`config.mk`:
```
export PLATFORM = sky130hd
export DESIGN_NAME = puf_crp_sweeper
export DESIGN_NICKNAME = d
export VERILOG_FILES = /design/src/rtl/puf_crp_sweeper.sv
export SDC_FILE = /design/constraint.sdc
export NUM_CORES = 1
export LEC_CHECK = 0
export BUFFER_PORTS_ARGS = -buffer_cell sky130_fd_sc_hd__buf_2
export CORE_UTILIZATION = 55
export CTS_CLUSTER_DIAMETER = 100
export CTS_CLUSTER_SIZE = 12
export DETAILED_ROUTE_END_ITERATION = 10
export PLACE_DENSITY = 0.83
export SETUP_SLACK_MARGIN = 0.4
export SLEW_MARGIN = 20
export SYNTH_ARGS = -nofsm -noshare
export SYNTH_HDL_FRONTEND = slang
export SYNTH_SLANG_ARGS = --single-unit
```
`constraint.sdc`:
```
create_clock -name clk -period 3.1 [get_ports clk]
set_input_delay 0.775 -clock clk [delete_from_list [all_inputs] [get_ports clk]]
set_output_delay 0.775 -clock clk [all_outputs]
set_load 0.1 [all_outputs]
```
`src/rtl/puf_crp_sweeper.sv`:
```
// puf_crp_sweeper
//   Host-side initiator for a PUF challenge/response core. On start it walks an
//   inclusive challenge range (wrapping modulo 2^CHAL_W). For each challenge it:
//     - restarts the PUF;
//     - waits for ready to drop and then rise again;
//     - captures the response;
//     - hands the challenge/response pair out on a valid/ready stream.
//
// Ports
//   clk, rst            clock, synchronous active-high reset
//   start               begin a sweep (only honoured while idle)
//   chall_first/last    inclusive challenge range, sampled on accepted start
//   puf_en              PUF enable, mirrors busy
//   puf_restart         one-cycle restart pulse (the ISSUE cycle)
//   puf_chall           challenge currently presented to the PUF
//   puf_ready           PUF response-valid level
//   puf_response        PUF response
//   out_valid/ready     CRP stream handshake
//   out_chall/out_resp  presented CRP
//   busy                sweep in progress
//   done                one-cycle pulse on normal completion
//   timeout_err         sticky abort flag, cleared by the next start
//   crp_count           CRPs handed off in the current/last sweep
module puf_crp_sweeper #(
  parameter int CHAL_W  = 8,
  parameter int RESP_W  = 8,
  parameter int TIMEOUT = 255
) (
  input  logic              clk,
  input  logic              rst,
  input  logic              start,
  input  logic [CHAL_W-1:0] chall_first,
  input  logic [CHAL_W-1:0] chall_last,
  output logic              puf_en,
  output logic              puf_restart,
  output logic [CHAL_W-1:0] puf_chall,
  input  logic              puf_ready,
  input  logic [RESP_W-1:0] puf_response,
  output logic              out_valid,
  input  logic              out_ready,
  output logic [CHAL_W-1:0] out_chall,
  output logic [RESP_W-1:0] out_resp,
  output logic              busy,
  output logic              done,
  output logic              timeout_err,
  output logic [CHAL_W:0]   crp_count
);

  localparam int TW = (TIMEOUT < 2) ? 1 : $clog2(TIMEOUT + 1);
  // The counter holds the number of DROP/WAIT cycles already completed, so the
  // cycle on which it equals TIMEOUT-1 is the last one allowed.
  localparam logic [TW-1:0] TLIM = TW'(TIMEOUT - 1);

  typedef enum logic [2:0] {
    S_IDLE, S_ISSUE, S_DROP, S_WAIT, S_OUT, S_FIN
  } state_t;

  state_t            state_reg;
  logic [CHAL_W-1:0] cur_reg;
  logic [CHAL_W-1:0] last_reg;
  logic [TW-1:0]     tcnt_reg;
  logic              restart_reg;
  logic              valid_reg;
  logic [CHAL_W-1:0] ochall_reg;
  logic [RESP_W-1:0] oresp_reg;
  logic              busy_reg;
  logic              done_reg;
  logic              terr_reg;
  logic [CHAL_W:0]   count_reg;

  assign puf_en      = busy_reg;
  assign puf_restart = restart_reg;
  assign puf_chall   = cur_reg;   // cur only changes right before ISSUE
  assign out_valid   = valid_reg;
  assign out_chall   = ochall_reg;
  assign out_resp    = oresp_reg;
  assign busy        = busy_reg;
  assign done        = done_reg;
  assign timeout_err = terr_reg;
  assign crp_count   = count_reg;

  always_ff @(posedge clk) begin
    if (rst) begin
      state_reg   <= S_IDLE;
      cur_reg     <= '0;
      last_reg    <= '0;
      tcnt_reg    <= '0;
      restart_reg <= 1'b0;
      valid_reg   <= 1'b0;
      ochall_reg  <= '0;
      oresp_reg   <= '0;
      busy_reg    <= 1'b0;
      done_reg    <= 1'b0;
      terr_reg    <= 1'b0;
      count_reg   <= '0;
    end else begin
      restart_reg <= 1'b0;
      done_reg    <= 1'b0;
      case (state_reg)
        S_IDLE: begin
          if (start) begin
            cur_reg     <= chall_first;
            last_reg    <= chall_last;
            count_reg   <= '0;
            terr_reg    <= 1'b0;
            busy_reg    <= 1'b1;
            restart_reg <= 1'b1;
            state_reg   <= S_ISSUE;
          end
        end
        S_ISSUE: begin
          tcnt_reg  <= '0;
          state_reg <= S_DROP;
        end
        S_DROP: begin
          // A ready still high here belongs to the previous evaluation.
          if (tcnt_reg == TLIM) begin
            terr_reg  <= 1'b1;
            busy_reg  <= 1'b0;
            state_reg <= S_IDLE;
          end else begin
            tcnt_reg <= tcnt_reg + 1'b1;
            if (!puf_ready) state_reg <= S_WAIT;
          end
        end
        S_WAIT: begin
          // A response arriving on the final allowed cycle still wins.
          if (puf_ready) begin
            oresp_reg  <= puf_response;
            ochall_reg <= cur_reg;
            valid_reg  <= 1'b1;
            state_reg  <= S_OUT;
          end else if (tcnt_reg == TLIM) begin
            terr_reg  <= 1'b1;
            busy_reg  <= 1'b0;
            state_reg <= S_IDLE;
          end else begin
            tcnt_reg <= tcnt_reg + 1'b1;
          end
        end
        S_OUT: begin
          if (out_ready) begin
            valid_reg <= 1'b0;
            count_reg <= count_reg + 1'b1;
            // Compare before incrementing so a full-range sweep stops at the top.
            if (cur_reg == last_reg) begin
              done_reg  <= 1'b1;
              state_reg <= S_FIN;
            end else begin
              cur_reg     <= cur_reg + 1'b1;
              restart_reg <= 1'b1;
              state_reg   <= S_ISSUE;
            end
          end
        end
        S_FIN: begin
          busy_reg  <= 1'b0;
          state_reg <= S_IDLE;
        end
        default: state_reg <= S_IDLE;
      endcase
    end
  end

endmodule
```
==> results of run 1 <==
## placed cells by master, fill, tap and decap left out, drive strengths merged, types with 4 or more instances in the layout
cell type and instances:
buf 71, clkbuf 10, xor2 18, nand3 10
dfxtp 57, nor3 6, or3 4, a31oi 5
nand2 66, nand4 7, nor2 22, o21ai 4
and3 8, inv 7, ha 4, a21oi 38
## routing by layer
layer | track usage, % | share of wire [%] | vias to the layer above
met3 | 6.55 | 7.0 | 18
met2 | 40.1 | 47 | 99
met1 | 29.7 | 44 | 1097
met5 | 0 | 0 | -
li1 | - | - | 1208
met4 | 13.1 | 2.3 | 0
## area by class of cell
| type | instances | area [sq um] | area share [%] |
|---|---|---|---|
| Clock buffer | 10 | 128 | 4.06 |
| Clock inverter | 6 | 82.6 | 2.63 |
| Inverter | 7 | 26.3 | 0.836 |
| Multi-Input combinational cell | 231 | 1330 | 42.5 |
| Sequential cell | 57 | 1140 | 36.3 |
| Tap cell | 52 | 65.1 | 2.07 |
| Timing Repair Buffer | 71 | 365 | 11.6 |
## how the worst max path moves through the flow
stage	start	endpoint	slack, ns	depth (start not counted)
finish	puf_chall[0]$_SDFFE_PP0P_	puf_chall[0]	0.97	1
floorplan	puf_chall[5]$_SDFFE_PP0P_	puf_chall[7]$_SDFFE_PP0P_	0.68	6
global route	state_reg[2]$_SDFFE_PP0P_	puf_chall[7]$_SDFFE_PP0P_	0.90	4
detailed placement	out_ready	puf_chall[0]$_SDFFE_PP0P_	0.86	6
CTS	puf_chall[0]$_SDFFE_PP0P_	puf_chall[0]	0.98	1
global placement	out_ready	puf_chall[0]$_SDFFE_PP0P_	0.94	6
## power by group through the flow
stage	logic, uW	clock network (uW)	registers (uW)
global placement	283	0	810
finish	291	741	795
CTS	290	756	794
floorplan	154	0	881
global route	311	786	799
detailed placement	288	0	811
## kinds of logic after synthesis
group | count (synthesis) | synth area share, %
and+or+nand+nor | 139 | 25.8
AOI/OAI and AO/OA | 64 | 15.4
adders and majority gates | 4 | 1.93
DFF | 57 | 43.9
buffers and inverters | 26 | 4.72
xor gates and xnor gates | 21 | 7.08
muxes | 3 | 1.20
## per-stage QoR
step	instance area (sq um)	util, %	total power [uW]
global placement	2930	66.0	1090
CTS	3140	70.7	1840
detailed placement	2930	66.0	1100
finish	3140	70.7	1830
global route	3140	70.7	1900
floorplan	2600	-	1030
==> results.md, run 1 <==
* Status: finished with violations
* Failing checks: design-rule violations
* CP bufs+invs at 1
* Synth area leader: dfxtp_1
* Clock Power Share at 40.6%
* Worst Setup Slack, final at 0.969 ns
* Setup crit end kind: output pin
* H-tree Lvls at 3
* Cell Area, Synth at 2600 sq um
* Clk_skew at 0.00800 ns
* Die ar. at 5000 sq um
* Layout Nets at 410
* Slew margin rel. at 49.1%
* Top post-synthesis cells by area: dfxtp_1 (44%), nand2_1 (9.5%), a21oi_1 (7.3%)
* Mean Syn Cell Area at 8.27 sq um
* R2R cell count at 4
* Iter 0 DRT Violations at 209
* Root Buffer Master: clkbuf_8
* Die Span X at 70.7 um
* Post-Syn Instances at 314
* Antenna violations before repair at 0
* Yosys cell types at 45
* Initial Util at 58.4%
* Worst path slowest cell: dfxtp_1
* Clock buffer depth at 2
* Slew of the pin with the lowest slew margin at 0.764 ns
* CTS Buf Count at 9
* Final setup fails at 0
* Hold Fails Final Rpt at 0
* Hold Crit Depth at 2
* # diodes at 0
* Count leader, synth: nand2_1
* Max reg flops at 9
* Ys Warns at 0
* Area of the core at 4440 sq um
* Hold slack at 0.452 ns
* FF-to-FF Start: state_reg[2]$_SDFFE_PP0P_
* Mapped Nets at 347
* Post-synth EDFFs at 0
* Setup_tns at 0 ns
* Num ports at 68
* Seq pwr share at 43.5%
* Lkg Pwr at 0.00135 uW
* WHS Endpoint: out_resp[0]$_SDFFE_PP0P_
* Reg2reg end: puf_chall[7]$_SDFFE_PP0P_
* # DRC at 12
* CTS tree: yes
* Vias in the first global route at 2248
* Max Cap Violations at 0
* Routed length per instance at 13.8 um
* Final HPWL DP at 4.03 mm
* Hold buffers post-CTS at 0
* Unrepaired setup endpoints after global routing: no
* Switching power at 541 uW
* Synth top cells by count: nand2_1 (66), dfxtp_1 (57), a21oi_1 (38), nor2_1 (22), xor2_1 (18)
* Dpl cells at 418
* FP Rows at 24
* IO Port Bufs at 67
* All-Layer GR Usage at 24.6%
* Top-area cell type share of the netlist area at 43.9%
* Comb power frac at 15.9%
* First-pass GRT wire length at 9.74 mm
* Final min period at 2.13 ns
* Most common flop cell mapped by yosys: dfxtp_1
* CP max FO at 8
* DRT Wirelength at 6.00 mm
* Routed via count at 2422
* Worst slack at placement at 0.856 ns
* Critical path data required time at 2.32 ns
* Drt via density at 5.58
* Sequential fraction of the synthesis area at 43.9%
* Slew Viols, Final at 0
* Crit start category: flip-flop
* Clk pin slew, worst setup/hold paths at 0.07 ns
* Gr ovfl total at 0
* HP Start: out_resp[0]$_SDFFE_PP0P_
* Fraction of layout cells with a size suffix above 1 at 24.9%
* Post-CTS sizing at 0
* Crit path max-delay family: flip-flops
* FF+latch count, synth at 57
* Area Growth Syn to Fin at 21.0%
* Final period utilization at 68.7%
* PD cells at 582 nW/um^2
* Worst path cell trace: buf_2
* Largest net degree at the start of global routing at 44
* Largest stage delay, worst path at 0.53 ns
* Post-CTS Setup Bufs at 0
* Sw Ratio at 29.6%
* WS Path Type: flip-flop to output pin
* DRT antenna net count at 0
* Fin cells at 434
* Reg2reg setup slack at 1.05 ns
* Arr. time, crit path at 1.36 ns
* Worst-skew pair later-pin latency at 0.33 ns
* Hold Path Class: flip-flop to flip-flop
* Die height at 70.7 um
* P_int at 1290 uW
* Peak VDD IR at 0.326 mV
* Drt pass-1 iters at 9
* Post-synth ARST share at 0%
* GPL Wtd Cong at 0.864
* Fillers at 376
* Sink Count at 57
* Max Fclk at 469 MHz
(Power assumes the default switching activity.)
==> inputs of run 2 (changes only) <==
- ABC_AREA: unset -> 1
- CORE_UTILIZATION: 55 -> 53
- PLACE_DENSITY: 0.83 -> 0.79
- clock period: 3.1 -> 2 ns (I/O delays scaled with it)
==> run 2 against run 1 <==
The run now ends clean. Final cell count up 34%. Sequential power up 74%. Combinational power rose to 4.9 times the previous value. Synthesized cell count up 33%. Clock power up 42%. Sequential cell count unchanged. Critical path depth unchanged. Worst hold slack worse by 0.064 ns. Worst setup slack worse by 0.58 ns. Die area up 14%. Total power up 110%. Highest routed layer unchanged.
==> results.md, run 2 <==
* Mean Syn Cell Area at 6.84 sq um (-17%)
* Worst path cell trace: buf_2
* Post-synthesis mux area share at 0% (-1.2 points)
* CTS Buf Count at 9 (unchanged)
* Initial Util at 55.7% (-2.7 points)
* Count leader, synth: nand2_1
* Met1 Use GR at 28.3% (-1.5 points)
* P_int at 2240 uW (+74%)
* FF+latch area at 1180 sq um (+3.7%)
* Cell Area, Synth at 2860 sq um (+10%)
* Area Growth Syn to Fin at 33.8%
* Seq pwr share at 35.9% (-7.6 points)
* Unrepaired setup endpoints after global routing: yes
* Max reg flops at 9 (unchanged)
* Switching power at 1620 uW (+200%)
* Yosys cell types at 35 (-22%)
* Die height at 75.5 um (+6.8%)
* Post-synth ARST share at 0% (unchanged)
* Gr busiest metal: met2
* Pwr Total at 3860 uW (+110%)
* Compound-Gate Fraction of Synth Area at 13.7% (-1.6 points)
* Sink Count at 57 (unchanged)
* Met3 Use GR at 7.14% (+0.59 points)
* Slew margin rel. at 67.8% (+19 points)
* Status: finished, final reports clean
* Clock buffer depth at 2 (unchanged)
* Post-Syn Instances at 419 (+33%)
* Final min period at 1.61 ns
* Antenna violations before repair at 0 (unchanged)
* Worst-skew pair later-pin latency at 0.35 ns (+0.02 ns)
* Drt via density at 5.04 (-9.7%)
* Num ports at 68 (unchanged)
* IO Port Bufs at 67 (unchanged)
* # DRC at 0 (-12)
* CP max FO at 3 (-5)
* Synth area leader: dfxtp_1
* Worst path slowest cell: buf_2
* PD cells at 1010 nW/um^2 (+73%)
* Fillers at 411 (+9.3%)
* Synth Area in Simple Gates at 31.8% (+6.0 points)
* Clk pin slew, worst setup/hold paths at 0.07 ns (about the same)
* DRT Wirelength at 7.12 mm (+19%)
* FF+latch count, synth at 57 (unchanged)
* Die Span X at 75.5 um (+6.8%)
* First-pass GRT wire length at 10.2 mm (+4.5%)
* Area of the core at 5140 sq um (+16%)
* Clock Power Share at 27.1% (-14 points)
* CP bufs+invs at 1 (unchanged)
* Hold Path Class: input port to flip-flop
* H-tree Lvls at 3 (unchanged)
* Fraction of layout cells with a size suffix above 1 at 32.5% (+7.6 points)
* Most frequent cells in the layout: nand2_1 (91), inv_1 (50), buf_4 (45)
* FP Rows at 26 (+8.3%)
* Routed via count at 2928 (+21%)
* Comb power frac at 37.0% (+21 points)
* Arr. time, crit path at 1.11 ns (-0.25 ns)
* Sequential fraction of the synthesis area at 39.8% (-4.1 points)
* Most common flop cell mapped by yosys: dfxtp_1
* Final period utilization at 80.7%
* GPL Wtd Cong at 0.878 (+1.7%)
* Top post-synthesis cells by area: dfxtp_1 (40%), nand2_1 (13%), a21oi_1 (7.2%)
* Crit start category: flip-flop
* Met2 Usage GRT at 41.1% (+1.0 points)
* Layout Nets at 539 (+31%)
* CTS tree: yes
* Final HPWL DP at 4.80 mm (+19%)
* Setup crit end kind: output pin
* Sw Ratio at 42.0% (+12 points)
* Commonest non-fill, non-tap cell in the layout: nand2_1
* Routed length per instance at 12.2 um (-11%)
* Crit path max-delay family: buffers and inverters
* Largest net degree at the start of global routing at 34 (-23%)
* Slew Viols, Final at 0 (unchanged)
* Lkg Pwr at 0.00173 uW (+28%)
* Post-synthesis xor/xnor area fraction at 2.45% (-4.6 points)
* Mapped Nets at 452 (+30%)
* Synth top cells by count: nand2_1 (98), dfxtp_1 (57), inv_1 (53), nor2_1 (46), a21oi_1 (41)
* Slew of the pin with the lowest slew margin at 0.486 ns (-0.278 ns)
* Largest stage delay, worst path at 0.42 ns (-0.11 ns)
* Peak VDD IR at 0.735 mV (+130%)
* # diodes at 0 (unchanged)
* Max Fclk at 619 MHz
* WS Path Type: flip-flop to output pin
* Gr ovfl total at 0 (unchanged)
* Post-synth EDFFs at 0 (unchanged)
* Critical path data required time at 1.50 ns (-0.82 ns)
* Clk_skew at 0.00765 ns (-0.000350 ns)
* Vias in the first global route at 2350 (+4.5%)
* Final setup fails at 0 (unchanged)
* All-Layer GR Usage at 24.0% (-0.59 points)
* Adder-cell share of the synthesized area at 1.75% (-0.18 points)
* Hold Fails Final Rpt at 0 (unchanged)
* Die ar. at 5700 sq um (+14%)
* Area of the multi-input gates at 1510 sq um (+13%)
* Top-area cell type share of the netlist area at 39.8% (-4.1 points)
* DRT antenna net count at 0 (unchanged)
* Drt pass-1 iters at 4 (-5)
* Root Buffer Master: clkbuf_8
* Max Cap Violations at 0 (unchanged)
* Iter 0 DRT Violations at 142 (-32%)
* Largest family of logic cells by synthesized area: simple AND/OR/NAND/NOR gates
* Setup_tns at 0 ns (unchanged)
* Ys Warns at 0 (unchanged)
==> run 2: cell count changes in the layout (fill, tap and decap cells not counted), moves of 17 or more <==
cell / previous run / this run
inv_1: 7 / 50
nand2_1: 66 / 91
buf_4: 4 / 45
buf_2: 67 / 31
o21ai_0: 4 / 29
nor2_1: 22 / 39
dfxtp_1: 57 / 39
==> run 2: area by class of cell <==
type | count | area share (%)
repair buffers | 90 | 16.0
flip-flops and latches | 57 | 30.9
clock inverters | 6 | 1.31
multi-input cells | 288 | 39.4
clock buffers | 10 | 3.89
inverters | 60 | 6.20
well taps | 70 | 2.29
==> run 2: power by group through the flow <==
stage	registers, uW	logic [uW]	clock network, uW
3_5_place_dp	1400	1150	0
3_3_place_gp	1390	1130	0
2_1_floorplan	1780	583	0
5_1_grt	1400	1530	1120
4_1_cts	1370	1190	1060
6_report	1380	1430	1050
==> run 2: cell families after synthesis <==
group | count (synthesis)
flip-flops | 57
AND/OR/NAND/NOR | 200
XOR/XNOR | 8
AO/OA/AOI/OAI | 76
adder cells (fa/ha/maj) | 4
buffers and inverters | 74
==> run 2: worst min-delay path: stages <==
cell and delay [ns]:
buf_2 0.08, nor2_1 0.04, nor2_1 0.08
==> run 2: metal layers <==
layer | routed length [um] | share of wire [%]
met1 | 3100 | 44
met2 | 3420 | 48
met3 | 408 | 5.7
met4 | 184 | 2.6
met5 | 0 | 0
==> run 2: timing repair <==
item | in CTS | in global routing
buffers inserted | 0 | 19
endpoints found under the hold margin | 0 | 0
setup endpoints to repair | 41 | 38
pin swaps | 0 | 9
gates resized for setup | 31 | 45
hold buffers | 0 | 0
==> run 2: final timing paths <==
check,start,endpoint,slack [ns],cells past startpoint
hold reg to reg,out_resp[4]$_SDFFE_PP0P_,out_resp[4]$_SDFFE_PP0P_,0.44,2
hold / removal,chall_last[7],last_reg[7]$_SDFFE_PP0P_,0.39,3
setup / recovery,busy$_SDFFE_PP0P_,puf_en,0.39,1
setup reg to reg,state_reg[2]$_SDFFE_PP0P_,puf_chall[6]$_SDFFE_PP0P_,0.43,10
==> run 2: stage by stage <==
stage               utilization (%)  area, sq um  std cells  worst slack, ns  hold WS [ns]
floorplan                         -         2910        419            0.409         0.444
global placement               63.8         3280        546            0.353         0.427
detailed placement             63.8         3280        546            0.289         0.432
CTS                            69.2         3560        562            0.377         0.383
global route                   74.6         3830        581            0.334         0.394
finish                         74.6         3830        581            0.385         0.389
==> inputs of run 3 (changes only) <==
- clock period: 2 -> 1.6 ns (I/O delays scaled with it)
==> run 3 against run 2 <==
The flow now stops in global routing. Synthesized cell count unchanged. Synthesized area is the same.
==> results.md, run 3 <==
* Last flow stage reached: global routing
* IO Port Bufs at 67 (unchanged)
* Mapped Nets at 452 (unchanged)
* Ys Warns at 0 (unchanged)
* Sequential fraction of the synthesis area at 39.8% (unchanged)
* Num ports at 68 (unchanged)
* Top-area cell type share of the netlist area at 39.8% (unchanged)
* Cell Area, Synth at 2860 sq um (unchanged)
* Tool error: [ERROR DPL-0038] Utilization greater than 100%, impossible to legalize
* Clock buffer depth at 2 (unchanged)
* Post-GRT worst EP: puf_chall[2]$_SDFFE_PP0P_/D
* Mean Syn Cell Area at 6.84 sq um (unchanged)
* Worst EP Category: sequential cell input
* Most common flop cell mapped by yosys: dfxtp_1
* Post-synth ARST share at 0% (unchanged)
* Initial Util at 55.7% (unchanged)
* Largest net degree at the start of global routing at 33
* Yosys cell types at 35 (unchanged)
* Dpl cells at 550 (+0.73%)
* Synth top cells by count: nand2_1 (98), dfxtp_1 (57), inv_1 (53), nor2_1 (46), a21oi_1 (41)
* H-tree Lvls at 3 (unchanged)
* Worst slack at placement at 0.0497 ns (-0.239 ns)
* Sink Count at 57 (unchanged)
* FP Rows at 26 (unchanged)
* Final HPWL DP at 4.93 mm (+2.7%)
* FF+latch count, synth at 57 (unchanged)
* Die Span X at 75.5 um (unchanged)
* Synth area leader: dfxtp_1
* Post-Syn Instances at 419 (unchanged)
* Post-synth EDFFs at 0 (unchanged)
* Count leader, synth: nand2_1
* GPL Wtd Cong at 0.872 (-0.72%)
* Top post-synthesis cells by area: dfxtp_1 (40%), nand2_1 (13%), a21oi_1 (7.2%)
* CTS Buf Count at 9 (unchanged)
* Die height at 75.5 um (unchanged)
* Status: stopped before the end
* Root Buffer Master: clkbuf_8
run 3: cell counts after synthesis:
No cell type changed its count.
run 3: kinds of logic after synthesis:
logic type / after synthesis / share of synthesized area (%)
AND/OR/NAND/NOR: 200 / 31.8
AO/OA/AOI/OAI: 76 / 13.7
buffers and inverters: 74 / 10.5
flip-flops: 57 / 39.8
XOR/XNOR: 8 / 2.45
adder cells (fa/ha/maj): 4 / 1.75
run 3: through the flow:
stage / instance area (sq um) / hold WS, ns / util (%)
after floorplan: 3090 / 0.444 / -
after global placement: 3460 / 0.425 / 67.3
after detailed placement: 3460 / 0.428 / 67.3
after CTS: 4780 / 0.295 / 93.0
run 3: timing repair:
action,4_1_cts
cloned,1
resized for setup,210
setup buffers,44
hold buffers,0
pin swaps,29
setup endpoints to repair,90
==> inputs of run 4 (changes only) <==
- CORE_UTILIZATION: 53 -> 40
- CTS_CLUSTER_DIAMETER: 100 -> unset
- CTS_CLUSTER_SIZE: 12 -> unset
- PLACE_DENSITY: 0.79 -> unset
- PLACE_DENSITY_LB_ADDON: unset -> 0.15
- SETUP_SLACK_MARGIN: 0.4 -> unset
==> run 4 against run 3 <==
The flow now finishes without violations.
==> results.md, run 4 (synthesis results as in run 2) <==
* Max Cap Violations at 0
* Slew of the pin with the lowest slew margin at 0.492 ns
* Unrepaired setup endpoints after global routing: no
* Slew margin rel. at 67.4%
* Clk_skew at 0.00961 ns
* Hold Crit Depth at 3
* GPL Wtd Cong at 0.818 (-6.2%)
* Setup crit end kind: output pin
* CP max FO at 7
* Worst-skew pair later-pin latency at 0.34 ns
* Lkg Pwr at 0.00170 uW
* CTS Buf Count at 9 (unchanged)
* PD cells at 1310 nW/um^2
* Hold Fails Final Rpt at 0
* Crit path max-delay family: buffers and inverters
* DRT antenna net count at 0
* Root Buffer Master: clkbuf_8
* Most frequent cells in the layout: nand2_1 (97), buf_2 (63), inv_1 (52)
* Dpl cells at 578 (+5.1%)
* Max Fclk at 641 MHz
* Worst path cell trace: buf_2
* CP bufs+invs at 1
* Routed via count at 2837
* IO Port Bufs at 67 (unchanged)
* Drt via density at 4.76
* Slew Viols, Final at 0
* Fraction of layout cells with a size suffix above 1 at 27.8%
* Sink Count at 57 (unchanged)
* R2R cell count at 7
* Arr. time, crit path at 1.16 ns
* Largest net degree at the start of global routing at 36
* Worst path slowest cell: buf_2
* Hold buffers post-CTS at 0 (unchanged)
* Die ar. at 7500 sq um
* Final setup fails at 0
* Stages on the worst setup path at 1
* CTS tree: yes
* First-pass GRT wire length at 11.5 mm
* Fin cells at 596
* Final min period at 1.56 ns
* Die height at 86.6 um (+15%)
* Fillers at 677
* Largest stage delay, worst path at 0.44 ns
* Area Growth Syn to Fin at 28.2%
* # DRC at 0
* Clk pin slew, worst setup/hold paths at 0.07 ns
* Critical path data required time at 1.20 ns
* Num ports at 68 (unchanged)
* Vias in the first global route at 2530
* Peak VDD IR at 0.545 mV
* Routed length per instance at 11.5 um
* Antenna violations before repair at 0
* Status: finished, final reports clean
* All-Layer GR Usage at 19.6%
* Clock buffer depth at 2 (unchanged)
* FP Rows at 30 (+15%)
* Gr ovfl total at 0
* Setup_tns at 0 ns
* Final period utilization at 97.5%
* Area of the multi-input gates at 1450 sq um
* Iter 0 DRT Violations at 121
* WS Path Type: flip-flop to output pin
* Final HPWL DP at 4.99 mm (+1.2%)
* Area of the core at 6870 sq um
* Hold slack at 0.299 ns
* FF+latch area at 1180 sq um
* Die Span X at 86.6 um (+15%)
* Drt pass-1 iters at 4
* H-tree Lvls at 3 (unchanged)
* # diodes at 0
* Initial Util at 41.7% (-14 points)
* Max reg flops at 9
* DRT Wirelength at 6.88 mm
* Hold Path Class: input port to flip-flop
* Layout Nets at 528
* Commonest non-fill, non-tap cell in the layout: nand2_1
* Crit start category: flip-flop
run 4: final timing paths:
kind                                                start                        end  slack [ns]
worst max-delay path            puf_chall[1]$_SDFFE_PP0P_               puf_chall[1]        0.04
worst min-delay path                        chall_last[7]   last_reg[7]$_SDFFE_PP0P_        0.30
worst max register to register   tcnt_reg[2]$_SDFFE_PP0P_   tcnt_reg[1]$_SDFFE_PP0P_        0.10
worst min register to register  out_chall[0]$_SDFFE_PP0P_  out_chall[0]$_SDFFE_PP0P_        0.44
run 4: routing by layer:
layer	vias up	track usage [%]	part of all wire (%)
met2	74	31.2	46
met3	3	4.67	4.6
met1	1275	26.1	49
li1	1485	-	-
met5	-	0	0
met4	0	6.82	0.46
run 4: timing repair:
| action | in CTS | in global routing |
|---|---|---|
| setup buffers | 0 | 2 |
| setup endpoints to repair | 1 | 16 |
| resized for setup | 1 | 12 |
| pin swaps | 0 | 1 |
| gates cloned | 0 | 0 |
run 4: metrics by stage:
step	worst slack (ns)	util (%)	cell area, sq um	total power [uW]
after floorplan	0.00914	-	2910	2960
after global placement	0.0830	49.1	3370	3210
after detailed placement	0.0789	49.1	3370	3230
after CTS	0.00848	52.5	3610	4770
after global routing	0.000279	53.4	3670	5080
final	0.0398	53.4	3670	4830
run 4: area by class of cell:
type / instances / share of cell area (%)
Clock buffer: 13 / 5.21
Inverter: 60 / 6.20
Tap cell: 96 / 3.27
Sequential cell: 57 / 32.2
Timing Repair Buffer: 79 / 12.5
Clock inverter: 3 / 1.16
Multi-Input combinational cell: 288 / 39.4
run 4: report_power, final:
part | internal (uW) | leakage, uW | switching, uW
Sequential | 1570 | 0.000474 | 151
Clock | 949 | 0.000116 | 589
Combinational | 422 | 0.00111 | 1140
